$ cat src/rtl/xadc_drp_sequencer_pkg.sv
// Shared constants for the XADC DRP read sequencer: FSM encodings,
// control-word bit positions and DRP widths.
package xadc_pkg;

    typedef logic [2:0] state_t;

    localparam state_t ST_IDLE      = 3'd0;
    localparam state_t ST_WAIT_EOC  = 3'd1;
    localparam state_t ST_REQ       = 3'd2;
    localparam state_t ST_WAIT_RDY  = 3'd3;
    localparam state_t ST_WRITEBACK = 3'd4;
    localparam state_t ST_COOLDOWN  = 3'd5;

    localparam int START_BIT = 0;
    localparam int DONE_BIT  = 1;
    localparam int ADDR_LSB  = 8;
    localparam int ADDR_MSB  = 15;

    localparam int          DRP_ADDR_W   = 7;
    localparam logic [11:0] TIMEOUT_FILL = 12'hFFF;

endpackage

$ cat src/rtl/xadc_drp_sequencer_if.sv
// DRP port bundle between the sequencer (master) and the XADC primitive (slave).
interface xadc_drp_sequencer_if;
    import xadc_pkg::*;

    // den is a one-cycle request carrying daddr; the XADC answers later with a
    // one-cycle drdy carrying do_in. eoc is an unsolicited one-cycle pulse.
    logic                  den;
    logic                  dwe;
    logic [DRP_ADDR_W-1:0] daddr;
    logic                  eoc;
    logic                  drdy;
    logic [15:0]           do_in;

    modport master (output den, dwe, daddr, input eoc, drdy, do_in);
    modport slave  (input den, dwe, daddr, output eoc, drdy, do_in);

endinterface

$ cat src/rtl/xadc_drp_sequencer.sv
// Runs one DRP read per start request from the XADC control register and
// writes the 12-bit result plus a done flag back to the register file.
module xadc_drp_sequencer
    import xadc_pkg::*;
#(
    parameter int unsigned TIMEOUT_CYCLES = 255,
    parameter bit          WAIT_EOC       = 1'b1
) (
    input  logic                        clk,
    input  logic                        rst,
    input  logic [31:0]                 control_in,
    xadc_drp_sequencer_if.master        drp,
    output logic [1:0]                  control_int,
    output logic                        we_ctrl,
    output logic [31:0]                 data_out,
    output logic                        we_data,
    output logic                        busy,
    output logic                        timeout_err,
    output state_t                      state_dbg
);

    localparam logic [15:0] TO_LOAD = 16'(TIMEOUT_CYCLES);

    state_t                state;
    logic [DRP_ADDR_W-1:0] addr_q;
    logic [11:0]           data_q;
    logic [15:0]           cnt;
    logic                  start_req;
    logic                  unused_bits;

    assign start_req = control_in[START_BIT] && !control_in[DONE_BIT];

    always_ff @(posedge clk) begin
        if (rst) begin
            state       <= ST_IDLE;
            addr_q      <= '0;
            data_q      <= '0;
            cnt         <= '0;
            timeout_err <= 1'b0;
        end else begin
            case (state)
                ST_IDLE: begin
                    if (start_req) begin
                        addr_q      <= control_in[ADDR_LSB +: DRP_ADDR_W];
                        timeout_err <= 1'b0;
                        state       <= WAIT_EOC ? ST_WAIT_EOC : ST_REQ;
                    end
                end
                ST_WAIT_EOC: begin
                    if (drp.eoc) state <= ST_REQ;
                end
                ST_REQ: begin
                    cnt   <= TO_LOAD;
                    state <= ST_WAIT_RDY;
                end
                ST_WAIT_RDY: begin
                    // A response landing on the expiry cycle still wins.
                    if (drp.drdy) begin
                        data_q <= drp.do_in[15:4];
                        state  <= ST_WRITEBACK;
                    end else if (cnt == 16'd0) begin
                        timeout_err <= 1'b1;
                        data_q      <= TIMEOUT_FILL;
                        state       <= ST_WRITEBACK;
                    end else begin
                        cnt <= cnt - 16'd1;
                    end
                end
                ST_WRITEBACK: state <= ST_COOLDOWN;
                // Gives the control register a cycle to show done before IDLE looks again.
                ST_COOLDOWN:  state <= ST_IDLE;
                default:      state <= ST_IDLE;
            endcase
        end
    end

    assign drp.den     = (state == ST_REQ);
    assign drp.dwe     = 1'b0;
    assign drp.daddr   = (state == ST_REQ || state == ST_WAIT_RDY) ? addr_q : '0;
    assign we_ctrl     = (state == ST_WRITEBACK);
    assign we_data     = (state == ST_WRITEBACK);
    assign control_int = {we_ctrl, 1'b0};
    assign data_out    = {20'b0, data_q};
    assign busy        = (state != ST_IDLE);
    assign state_dbg   = state;

    assign unused_bits = ^{control_in[31:ADDR_MSB], control_in[7:2], drp.do_in[3:0]};

endmodule
$ cat src/flat_wrapper.sv
// flat-port wrapper written by rule: the top's interface ports become plain ports
module xadc_drp_sequencer_flat import xadc_pkg::*;
#(
    parameter int unsigned TIMEOUT_CYCLES = 255,
    parameter bit          WAIT_EOC       = 1'b1
)
  (clk, rst, control_in, control_int, we_ctrl, data_out, we_data, busy, timeout_err, state_dbg, drp_den, drp_dwe, drp_daddr, drp_eoc, drp_drdy, drp_do_in);
  xadc_drp_sequencer_if drp_i ();
  input  logic clk;
  input  logic rst;
  input  logic [31:0] control_in;
  output logic [1:0] control_int;
  output logic we_ctrl;
  output logic [31:0] data_out;
  output logic we_data;
  output logic busy;
  output logic timeout_err;
  output state_t state_dbg;
  output wire logic [$bits(drp_i.den)-1:0] drp_den;
  output wire logic [$bits(drp_i.dwe)-1:0] drp_dwe;
  output wire logic [$bits(drp_i.daddr)-1:0] drp_daddr;
  input wire logic [$bits(drp_i.eoc)-1:0] drp_eoc;
  input wire logic [$bits(drp_i.drdy)-1:0] drp_drdy;
  input wire logic [$bits(drp_i.do_in)-1:0] drp_do_in;
  assign drp_den = drp_i.den;
  assign drp_dwe = drp_i.dwe;
  assign drp_daddr = drp_i.daddr;
  assign drp_i.eoc = drp_eoc;
  assign drp_i.drdy = drp_drdy;
  assign drp_i.do_in = drp_do_in;
  xadc_drp_sequencer #(.TIMEOUT_CYCLES(TIMEOUT_CYCLES), .WAIT_EOC(WAIT_EOC)) u_core (.clk(clk), .rst(rst), .control_in(control_in), .drp(drp_i), .control_int(control_int), .we_ctrl(we_ctrl), .data_out(data_out), .we_data(we_data), .busy(busy), .timeout_err(timeout_err), .state_dbg(state_dbg));
endmodule
$ cat config.mk
export PLATFORM = sky130hd
export DESIGN_NAME = xadc_drp_sequencer_flat
export DESIGN_NICKNAME = d
export VERILOG_FILES = /design/src/rtl/xadc_drp_sequencer_pkg.sv /design/src/rtl/xadc_drp_sequencer_if.sv /design/src/rtl/xadc_drp_sequencer.sv /design/src/flat_wrapper.sv
export SDC_FILE = /design/constraint.sdc
export NUM_CORES = 1
export LEC_CHECK = 0
export BUFFER_PORTS_ARGS = -buffer_cell sky130_fd_sc_hd__clkbuf_2
export CAP_MARGIN = 20
export CORE_ASPECT_RATIO = 1.5
export CORE_MARGIN = 5
export CORE_UTILIZATION = 42
export DETAILED_ROUTE_END_ITERATION = 10
export PLACE_DENSITY = 0.74
export SLEW_MARGIN = 10
export SYNTH_ARGS = -nofsm -noshare
export SYNTH_HDL_FRONTEND = slang
export SYNTH_SLANG_ARGS = --single-unit
$ cat constraint.sdc
create_clock -name clk -period 2.3 [get_ports clk]
set_input_delay 0.115 -clock clk [delete_from_list [all_inputs] [get_ports clk]]
set_output_delay 0.115 -clock clk [all_outputs]
set_load 0.005 [all_outputs]
==> key figures, run 1 <==
Floorplan
  • Core area: approximately 0.0050 mm^2
  • Chip height: around 100 um
  • Num rows: 32
  • Die footprint: 0.00668 mm^2
  • Die X: around 70 um
  • Top-Level Pins: 102
  • Initial Util: 42.6%

Global routing
  • Initial antenna violation count: 0
  • GRT Residual Overflow: 0
  • GRT Total Usage: 15.1%
  • Vias in the first global route: about 1800
  • Largest net degree at the start of global routing: 36
  • Global-route wire length before repair: 8.06 mm

Synth
  • Area contributors post-synth: dfxtp_1, buf_4, o21a_1
  • Sequential area share after synthesis: 36.3%
  • Post-synth EDFFs: 0
  • Area leader, netlist: dfxtp_1
  • Netlist cell types: 46
  • Gate Count Post-Synth: 254
  • Flops & latches, synth: 39
  • Mapped cell area: 0.00215 mm^2
  • Syn. warnings: 0
  • Synth top area share: 36.3%
  • Async set-or-reset flop fraction in the synthesized netlist: 0%
  • Top FF cell, synth: dfxtp_1
  • Mean cell area of the mapped netlist: 8.46 um^2

Route
  • Routed len/inst: around 13 um
  • DR WL met3: 249 um
  • Met2 WL post-DR: 2.70 mm
  • Final wirelength: approximately 4.9 mm
  • DRC: 0
  • Top Metal Used: met4
  • Routed via count: 1930
  • ANT nets after route: 0
  • Via/cell ratio: 5.12
  • Initial drt markers: 25
  • Drt first pass iters: 4
  • Wl on met1: ~1.9 mm

Finish
  • Commonest non-fill, non-tap cells in the layout: clkbuf_2, dfxtp_1, conb_1, inv_1, nor2_1
  • Area growth from synthesis to layout: 17.8%
  • Final core occ: between 50 and 60%
  • Final net count: 361
  • Fin area: 0.00253 mm^2
  • Inserted Diodes: 0
  • Share of cells above drive strength 1: approximately 27%
  • Fill cells: 517
  • Multi-input logic area: 0.00112 mm^2
  • Flip-flop and latch area: 781 um^2
  • Commonest non-fill, non-tap cell in the layout: clkbuf_2
  • Non-filler cells, final: 377

Clocking
  • CTS tree: done
  • CTS H-tree lvls: 2
  • Reg clk slew, reported paths: 0.07 ns
  • Cts repair resizes: 0
  • Setup Buffers After CTS: 0
  • CTS hold repair buffers: 0
  • Clock Tree Root: clkbuf_8
  • CTS Sinks: 39
  • Worst skew pair latency: 0.29 ns
  • Bufs on Longest Clock Path: 2
  • Num CTS Buffers: 5

Worst setup path
  • Worst Path Max Fanout: 12
  • WP data required: 2.44 ns
  • Slowest cell on crit path: or4_1
  • R2r setup slk: around 0.1 ns
  • Crit path capture type: flop
  • Critical-path cell list: or4_1, o41a_4, a311oi_1, nor4_1
  • Startpoint Class: flop
  • Largest stage delay, worst path: 0.69 ns
  • Crit Path Class: reg -> reg
  • CP arrival: about 2.3 ns

Placed design
  • DP HPWL: 3.70 mm
  • Buffers on Ports: 52
  • Placed Area: 0.00242 mm^2
  • Placed insts: 369
  • Placer Congestion: 0.820

Power and ir drop
  • VDD IR max: approximately 0.53 mV
  • Power Density: 662 mW/mm^2
  • Static leakage: 1.20 nW

STA
  • Setup TNS: 0 ns
  • Period utilization: 95.5%
  • RSZ-0062 raised after global routing: false
  • Period minus WS final: 2.20 ns
  • Max_slew headroom: 54.2%
  • Final setup fails: 0
  • Layout Skew: 0.00580 ns
  • Final Hold Vio Count: 0
  • Worst-margin pin slew: 0.687 ns
  • Peak Freq: between 400 and 500 MHz
  • Final max-slew violation count: 0

Worst hold path
  • Worst Hold Class: in -> reg

Job
  • Max_cap viols: 0

Status
  • Status: completed
==> where the power goes <==
group	internal (mW)	leakage, nW	total (mW)	switching, mW
combinational	0.185	0.835	0.433	0.248
clock	0.274	0.0515	0.506	0.232
sequential	0.712	0.316	0.738	0.0264
==> worst max-delay path: cells and delay by family (launching register included) <==
| family | cells | cell delay [ns] |
|---|---|---|
| and+or+nand+nor | 2 | 0.78 |
| DFF | 1 | 0.35 |
| AOI/OAI and AO/OA | 2 | 0.92 |
==> Yosys cell counts, types with 4 or more instances <==
cell type and instances:
a21oi_1 17, dfxtp_1 39, nor2_1 19, o21ai_0 4, a311oi_1 7, o21a_1 14, inv_1 21, and2_1 7
or4_1 4, nor3_1 6, mux2i_1 9, clkbuf_1 10, buf_4 24, nand3_1 4, nor4_1 12, or2_2 4
or3_1 8
==> stage by stage <==
stage | setup WS, ns | total power [mW] | hold slack (ns)
floorplan | 0.166 | 1.06 | 0.259
finish | 0.103 | 1.68 | 0.0525
detailed placement | 0.0184 | 1.17 | 0.354
global placement | 0.0698 | 1.16 | 0.348
global route | 0.0431 | 1.77 | 0.0661
CTS | 0.000305 | 1.67 | 0.0512
==> metal layers <==
layer	vias up	global-route usage, %
met1	893	17.1
met3	9	3.24
met4	0	4.90
li1	975	-
met2	53	26.9
met5	-	0
==> registers in the layout, indices dropped and copies added (netlist names) <==
| register | cells |
|---|---|
| u_core.data_q | 12 |
| u_core.addr_q | 7 |
| u_core.state_dbg | 3 |
| u_core.timeout_err | 1 |
| u_core.cnt | 16 |
==> path summary, 6_finish.rpt <==
kind                                 start                             to  cells after the start
min                         control_in[10]  u_core.addr_q[2]$_SDFFE_PP0P_                      3
max            u_core.cnt[11]$_SDFFE_PP0P_     u_core.cnt[3]$_SDFFE_PP0P_                      4
max reg2reg    u_core.cnt[11]$_SDFFE_PP0P_     u_core.cnt[3]$_SDFFE_PP0P_                      4
min reg2reg  u_core.data_q[9]$_SDFFE_PP0P_  u_core.data_q[9]$_SDFFE_PP0P_                      1
==> layout make-up <==
type	instances	share of cell area (%)
sequential	39	30.8
clock buffer	8	3.95
tap	68	3.36
inverter	21	3.11
timing repair buffer	66	14.4
multi-input combinational	175	44.3
==> cells by family after synthesis <==
logic type | synth area share (%)
AND/OR/NAND/NOR | 21.9
AO/OA/AOI/OAI | 21.1
buffers and inverters | 15.7
flip-flops | 36.3
multiplexers | 4.19
adder cells (fa/ha/maj) | 0.582
other | 0.174
Power figures use the tool's default switching activity.
==> inputs of run 2 (changes only) <==
Settings changed: PLACE_DENSITY 0.74 to not set, PLACE_DENSITY_LB_ADDON set to 0.3.
==> run 2 against run 1 <==
Against the previous run:
- worst hold slack lost 0.0020 ns
- non-clock buffer count is 4 higher
- clock skew decreased by 0.0011 ns
- combinational power increased by 3%
- worst setup slack better by 0.078 ns
- first-iteration DRC count grew 140%
- count of clock-buffer cells in the layout fell by 2
==> key figures, run 2 (same netlist as run 1, synthesis figures left out) <==
Status
  • Status: completed

Finish
  • Commonest non-fill, non-tap cells in the layout: clkbuf_2, dfxtp_1, conb_1, inv_1, nor2_1
  • Final net count: roughly 370
  • Multi-input logic area: 0.00112 mm^2
  • Area growth from synthesis to layout: 19.9%
  • Fill cells: 533
  • Fin area: 0.00258 mm^2
  • Max reg flops: 16
  • Top Registers: u_core.cnt: 16 flops, u_core.data_q: 12 flops, u_core.addr_q: 7 flops
  • Inserted Diodes: 0
  • Commonest non-fill, non-tap cell in the layout: clkbuf_2
  • Most flops, register: u_core.cnt
  • Flip-flop and latch area: 781 um^2
  • Share of cells above drive strength 1: 28.4%
  • Non-filler cells, final: 381
  • Final core occ: 51.1%

Floorplan
  • Num rows: 32
  • Core area: around 0.0050 mm^2
  • Initial Util: a little over two fifths
  • Top-Level Pins: 102
  • Chip height: 97.6 um
  • Die footprint: 0.00668 mm^2
  • Die X: 68.4 um

Worst setup path
  • Slowest cell on crit path: or4_1
  • Crit Path Class: reg -> reg
  • CP arrival: 2.26 ns
  • Crit path capture type: flop
  • WP data required: 2.44 ns
  • Worst Path Max Fanout: 12
  • Critical-path cell list: or4_1, o41a_4, a311oi_1, nor4_1
  • Buffers & Inverters on Critical Path: 0
  • R2r setup slk: between 0.15 and 0.2 ns
  • Worst reg2reg path startpoint: u_core.cnt[8]$_SDFFE_PP0P_
  • Worst-case reg-to-reg path depth: 4
  • Top delay family on crit path: compound AO/OA/AOI/OAI gates
  • RR Endpoint: u_core.cnt[3]$_SDFFE_PP0P_
  • Startpoint Class: flop
  • Largest stage delay, worst path: ~0.63 ns

Route
  • DRC: 0
  • Routed via count: 1966
  • Final wirelength: 5.16 mm
  • Drt first pass iters: 4
  • Via/cell ratio: 5.16
  • Initial drt markers: 61
  • Routed len/inst: 13.5 um
  • ANT nets after route: 0

Clocking
  • Num CTS Buffers: 5
  • CTS H-tree lvls: 2
  • CTS tree: done
  • Worst skew pair latency: 0.29 ns
  • Reg clk slew, reported paths: 0.08 ns
  • Clock Tree Root: clkbuf_8
  • CTS hold repair buffers: 0
  • Bufs on Longest Clock Path: 2
  • CTS Sinks: 39
  • Setup Buffers After CTS: 0

Worst hold path
  • WHS Endpoint: u_core.addr_q[2]$_SDFFE_PP0P_
  • Hold Path Stages: 3
  • Worst Hold Launch: control_in[10]
  • Worst Hold Class: in -> reg

STA
  • Final setup fails: 0
  • Period utilization: about 90%
  • Period minus WS final: 2.12 ns
  • RSZ-0062 raised after global routing: false
  • Worst-margin pin slew: approximately 0.71 ns
  • Final Hold Vio Count: 0
  • Peak Freq: 472 MHz
  • Layout Skew: 0.00470 ns
  • Max_slew headroom: 52.3%
  • Final hold slack: about 0.05 ns
  • Setup TNS: 0 ns
  • Final max-slew violation count: 0

Power and ir drop
  • VDD IR max: ~0.48 mV
  • Power Density: 690 mW/mm^2
  • Static leakage: ~1.2 nW

Placed design
  • Placed insts: 373
  • Placer Congestion: roughly 0.8
  • Buffers on Ports: 52
  • Placed Area: 0.00245 mm^2
  • DP HPWL: 3.84 mm

Global routing
  • Global-route wire length before repair: 8.45 mm
  • GRT Residual Overflow: 0
  • Largest net degree at the start of global routing: 36
  • Vias in the first global route: 1889
  • Initial antenna violation count: 0
  • GRT Total Usage: between 15 and 20%

Job
  • Max_cap viols: 0
==> run 2: worst max path at each step <==
stage / from / to / slack, ns / depth (start not counted)
after floorplan: u_core.cnt[0]$_SDFFE_PP0P_ / u_core.cnt[5]$_SDFFE_PP0P_ / 0.17 / 7
final: u_core.cnt[8]$_SDFFE_PP0P_ / u_core.cnt[3]$_SDFFE_PP0P_ / 0.18 / 4
after detailed placement: u_core.cnt[1]$_SDFFE_PP0P_ / u_core.cnt[5]$_SDFFE_PP0P_ / 0.02 / 6
after global routing: u_core.cnt[1]$_SDFFE_PP0P_ / u_core.cnt[7]$_SDFFE_PP0P_ / 0.08 / 6
after CTS: u_core.cnt[1]$_SDFFE_PP0P_ / u_core.cnt[3]$_SDFFE_PP0P_ / 0.09 / 6
after global placement: u_core.cnt[1]$_SDFFE_PP0P_ / u_core.cnt[3]$_SDFFE_PP0P_ / 0.04 / 6
==> run 2: timing repair <==
action,in CTS,in global routing
endpoints found under the setup margin,2,3
pin swaps,1,0
resized for setup,0,2
==> run 2: layer usage <==
layer | track usage, % | vias to the layer above | routed length (um)
met3 | 3.70 | 6 | 268
li1 | - | 980 | -
met5 | 0 | - | 0
met4 | 5.67 | 0 | 69
met2 | 28.2 | 57 | 2780
met1 | 18.0 | 923 | 2040
==> run 2: where the power goes <==
group	switching, mW	internal (mW)
Clock	0.245	0.351
Combinational	0.253	0.192
Sequential	0.0245	0.711
==> run 2: layout make-up <==
type                            count  share of cell area, %
Multi-Input combinational cell    175                   43.4
Sequential cell                    39                   30.3
Timing Repair Buffer               70                   15.3
Tap cell                           68                   3.30
Clock buffer                        6                   3.20
Inverter                           21                   3.06
Clock inverter                      2                   1.36
==> run 2: worst register-to-register path, stage by stage (launching register included) <==
cell and delay (ns):
dfxtp_1 0.36, or4_1 0.63, o41a_4 0.57, a311oi_1 0.33, nor4_1 0.09
==> run 2: metrics by stage <==
| stage | worst slack [ns] | power, mW |
|---|---|---|
| 4_1_cts | 0.0882 | 1.78 |
| 3_5_place_dp | 0.0224 | 1.19 |
| 3_3_place_gp | 0.0433 | 1.18 |
| 5_1_grt | 0.0779 | 1.87 |
| 6_report | 0.180 | 1.78 |
| 2_1_floorplan | 0.166 | 1.06 |
==> inputs of run 3 (changes only) <==
Settings changed: CORE_UTILIZATION 42 to 46.
Clock period 2.3 ns to 2.35 ns, I/O delays scaled along.
==> run 3 against run 2 <==
Against the previous run:
- worst setup slack lost 0.016 ns
- clock skew increased by 0.00058 ns
- non-clock buffer count decreased by 4
- utilization grew 4.3 points
- final area shrank 2.5%
- global-route usage up 1.3 points
- first-iteration DRC count is 90% higher
- sequential share of layout area is 0.77 points higher
- die area shrank 7.6%
- power fell by 10%
- count of clock-buffer cells in the layout fell by 1
==> key figures, run 3 (same netlist as run 1, synthesis figures left out) <==
Power and ir drop
  • VDD IR max: 0.443 mV
  • Total power: 1.59 mW
  • Static leakage: 1.19 nW
  • Power Density: around 630 mW/mm^2

Finish
  • Fin area: 0.00251 mm^2
  • Top Registers: u_core.cnt: 16 flops, u_core.data_q: 12 flops, u_core.addr_q: 7 flops
  • Commonest non-fill, non-tap cells in the layout: clkbuf_2, dfxtp_1, conb_1, inv_1, nor2_1
  • Final net count: about 360
  • Final core occ: 55.3%
  • Fill cells: approximately 450
  • Non-filler cells, final: 373
  • Inserted Diodes: 0
  • Most flops, register: u_core.cnt
  • Commonest non-fill, non-tap cell in the layout: clkbuf_2
  • Max reg flops: 16
  • Share of cells above drive strength 1: 27.5%
  • Area growth from synthesis to layout: 16.9%

STA
  • Final hold slack: 0.0567 ns
  • Final max-slew violation count: 0
  • Peak Freq: around 460 MHz
  • Worst-margin pin slew: 0.716 ns
  • Layout Skew: 0.00528 ns
  • RSZ-0062 raised after global routing: false
  • Period utilization: 93.0%
  • Final setup fails: 0
  • Period minus WS final: 2.19 ns
  • Final Worst Setup Slack: approximately 0.16 ns
  • Final Hold Vio Count: 0
  • Max_slew headroom: 52.2%
  • Setup TNS: 0 ns

Placed design
  • Placed insts: between 300 and 400
  • Buffers on Ports: 52
  • Placed Area: between 0.002 and 0.0025 mm^2
  • DP Worst Slack: 0.0964 ns
  • DP HPWL: 3.77 mm
  • Placer Congestion: 0.800

Global routing
  • GRT Total Usage: between 10% and 20%
  • GRT Residual Overflow: 0
  • Vias in the first global route: 1828
  • Initial antenna violation count: 0
  • Largest net degree at the start of global routing: 36
  • Global-route wire length before repair: 8.47 mm

Route
  • Routed via count: ~2000
  • Final wirelength: 5.09 mm
  • ANT nets after route: 0
  • Routed len/inst: approximately 14 um
  • DRC: 0
  • Drt first pass iters: 4
  • Via/cell ratio: about 5.2
  • Initial drt markers: ~120

Worst setup path
  • Startpoint Class: flop
  • Crit Path Class: reg -> reg
  • Worst Path Max Fanout: 12
  • CP arrival: ~2.3 ns
  • WP data required: ~2.5 ns
  • Crit path capture type: flop

Clocking
  • Worst skew pair latency: just under 0.3 ns
  • CTS tree: done
  • CTS Sinks: 39
  • Reg clk slew, reported paths: 0.08 ns
  • Bufs on Longest Clock Path: 2
  • Num CTS Buffers: 5
  • CTS H-tree lvls: 2
  • Setup Buffers After CTS: 0
  • CTS hold repair buffers: 0
  • Cts repair resizes: 0
  • Clock Tree Root: clkbuf_8

Job
  • Max_cap viols: 0

Floorplan
  • Die X: 65.8 um
  • Initial Util: 47.3%
  • Die footprint: 0.00617 mm^2
  • Core area: 0.00454 mm^2
  • Top-Level Pins: 102
  • Chip height: between 90 and 100 um
  • Num rows: 30

Worst hold path
  • Worst Hold Class: in -> reg

Status
  • Status: completed
==> run 3: cell types whose count changed in the layout (fill, tap and decap cells not counted) <==
| cell | previous run | this run |
|---|---|---|
| buf_4 | 18 | 14 |
| clkinvlp_4 | 0 | 2 |
| bufinv_16 | 1 | 0 |
| clkbuf_8 | 6 | 5 |
==> run 3: worst paths after layout <==
kind	startpoint	depth (start not counted)	endpoint	slack (ns)
setup / recovery	u_core.cnt[1]$_SDFFE_PP0P_	6	u_core.cnt[4]$_SDFFE_PP0P_	0.16
hold / removal	control_in[13]	3	u_core.addr_q[5]$_SDFFE_PP0P_	0.06
setup reg to reg	u_core.cnt[1]$_SDFFE_PP0P_	6	u_core.cnt[4]$_SDFFE_PP0P_	0.16
hold reg to reg	u_core.data_q[2]$_SDFFE_PP0P_	1	u_core.data_q[2]$_SDFFE_PP0P_	0.47
==> run 3: routing by layer <==
metal | global-route usage (%) | routed length (um) | up-vias
li1 | - | - | 975
met1 | 20.5 | 2100 | 906
met2 | 30.0 | 2640 | 62
met3 | 3.59 | 268 | 7
met4 | 6.40 | 81 | 0
met5 | 0 | 0 | -
==> run 3: layout make-up <==
type | count | area [um^2] | share of cell area, %
clock inverter | 3 | 20.0 | 0.796
clock buffer | 5 | 68.8 | 2.74
timing repair buffer | 66 | 365 | 14.5
tap | 64 | 80.1 | 3.19
multi-input combinational | 175 | 1120 | 44.5
sequential | 39 | 781 | 31.1
inverter | 21 | 78.8 | 3.14
==> run 3: report_power, final <==
group	internal, mW	switching, mW	total (mW)	leakage (nW)
clock	0.207	0.243	0.449	0.0402
combinational	0.179	0.241	0.420	0.836
sequential	0.696	0.0266	0.723	0.316
==> run 3: worst max-delay path, stage by stage, from the launching register on <==
cell      delay (ns)
dfxtp_1         0.34
inv_1           0.07
ha_1            0.16
or3b_2          0.52
o41a_4          0.57
a311oi_1        0.30
a311oi_1        0.08
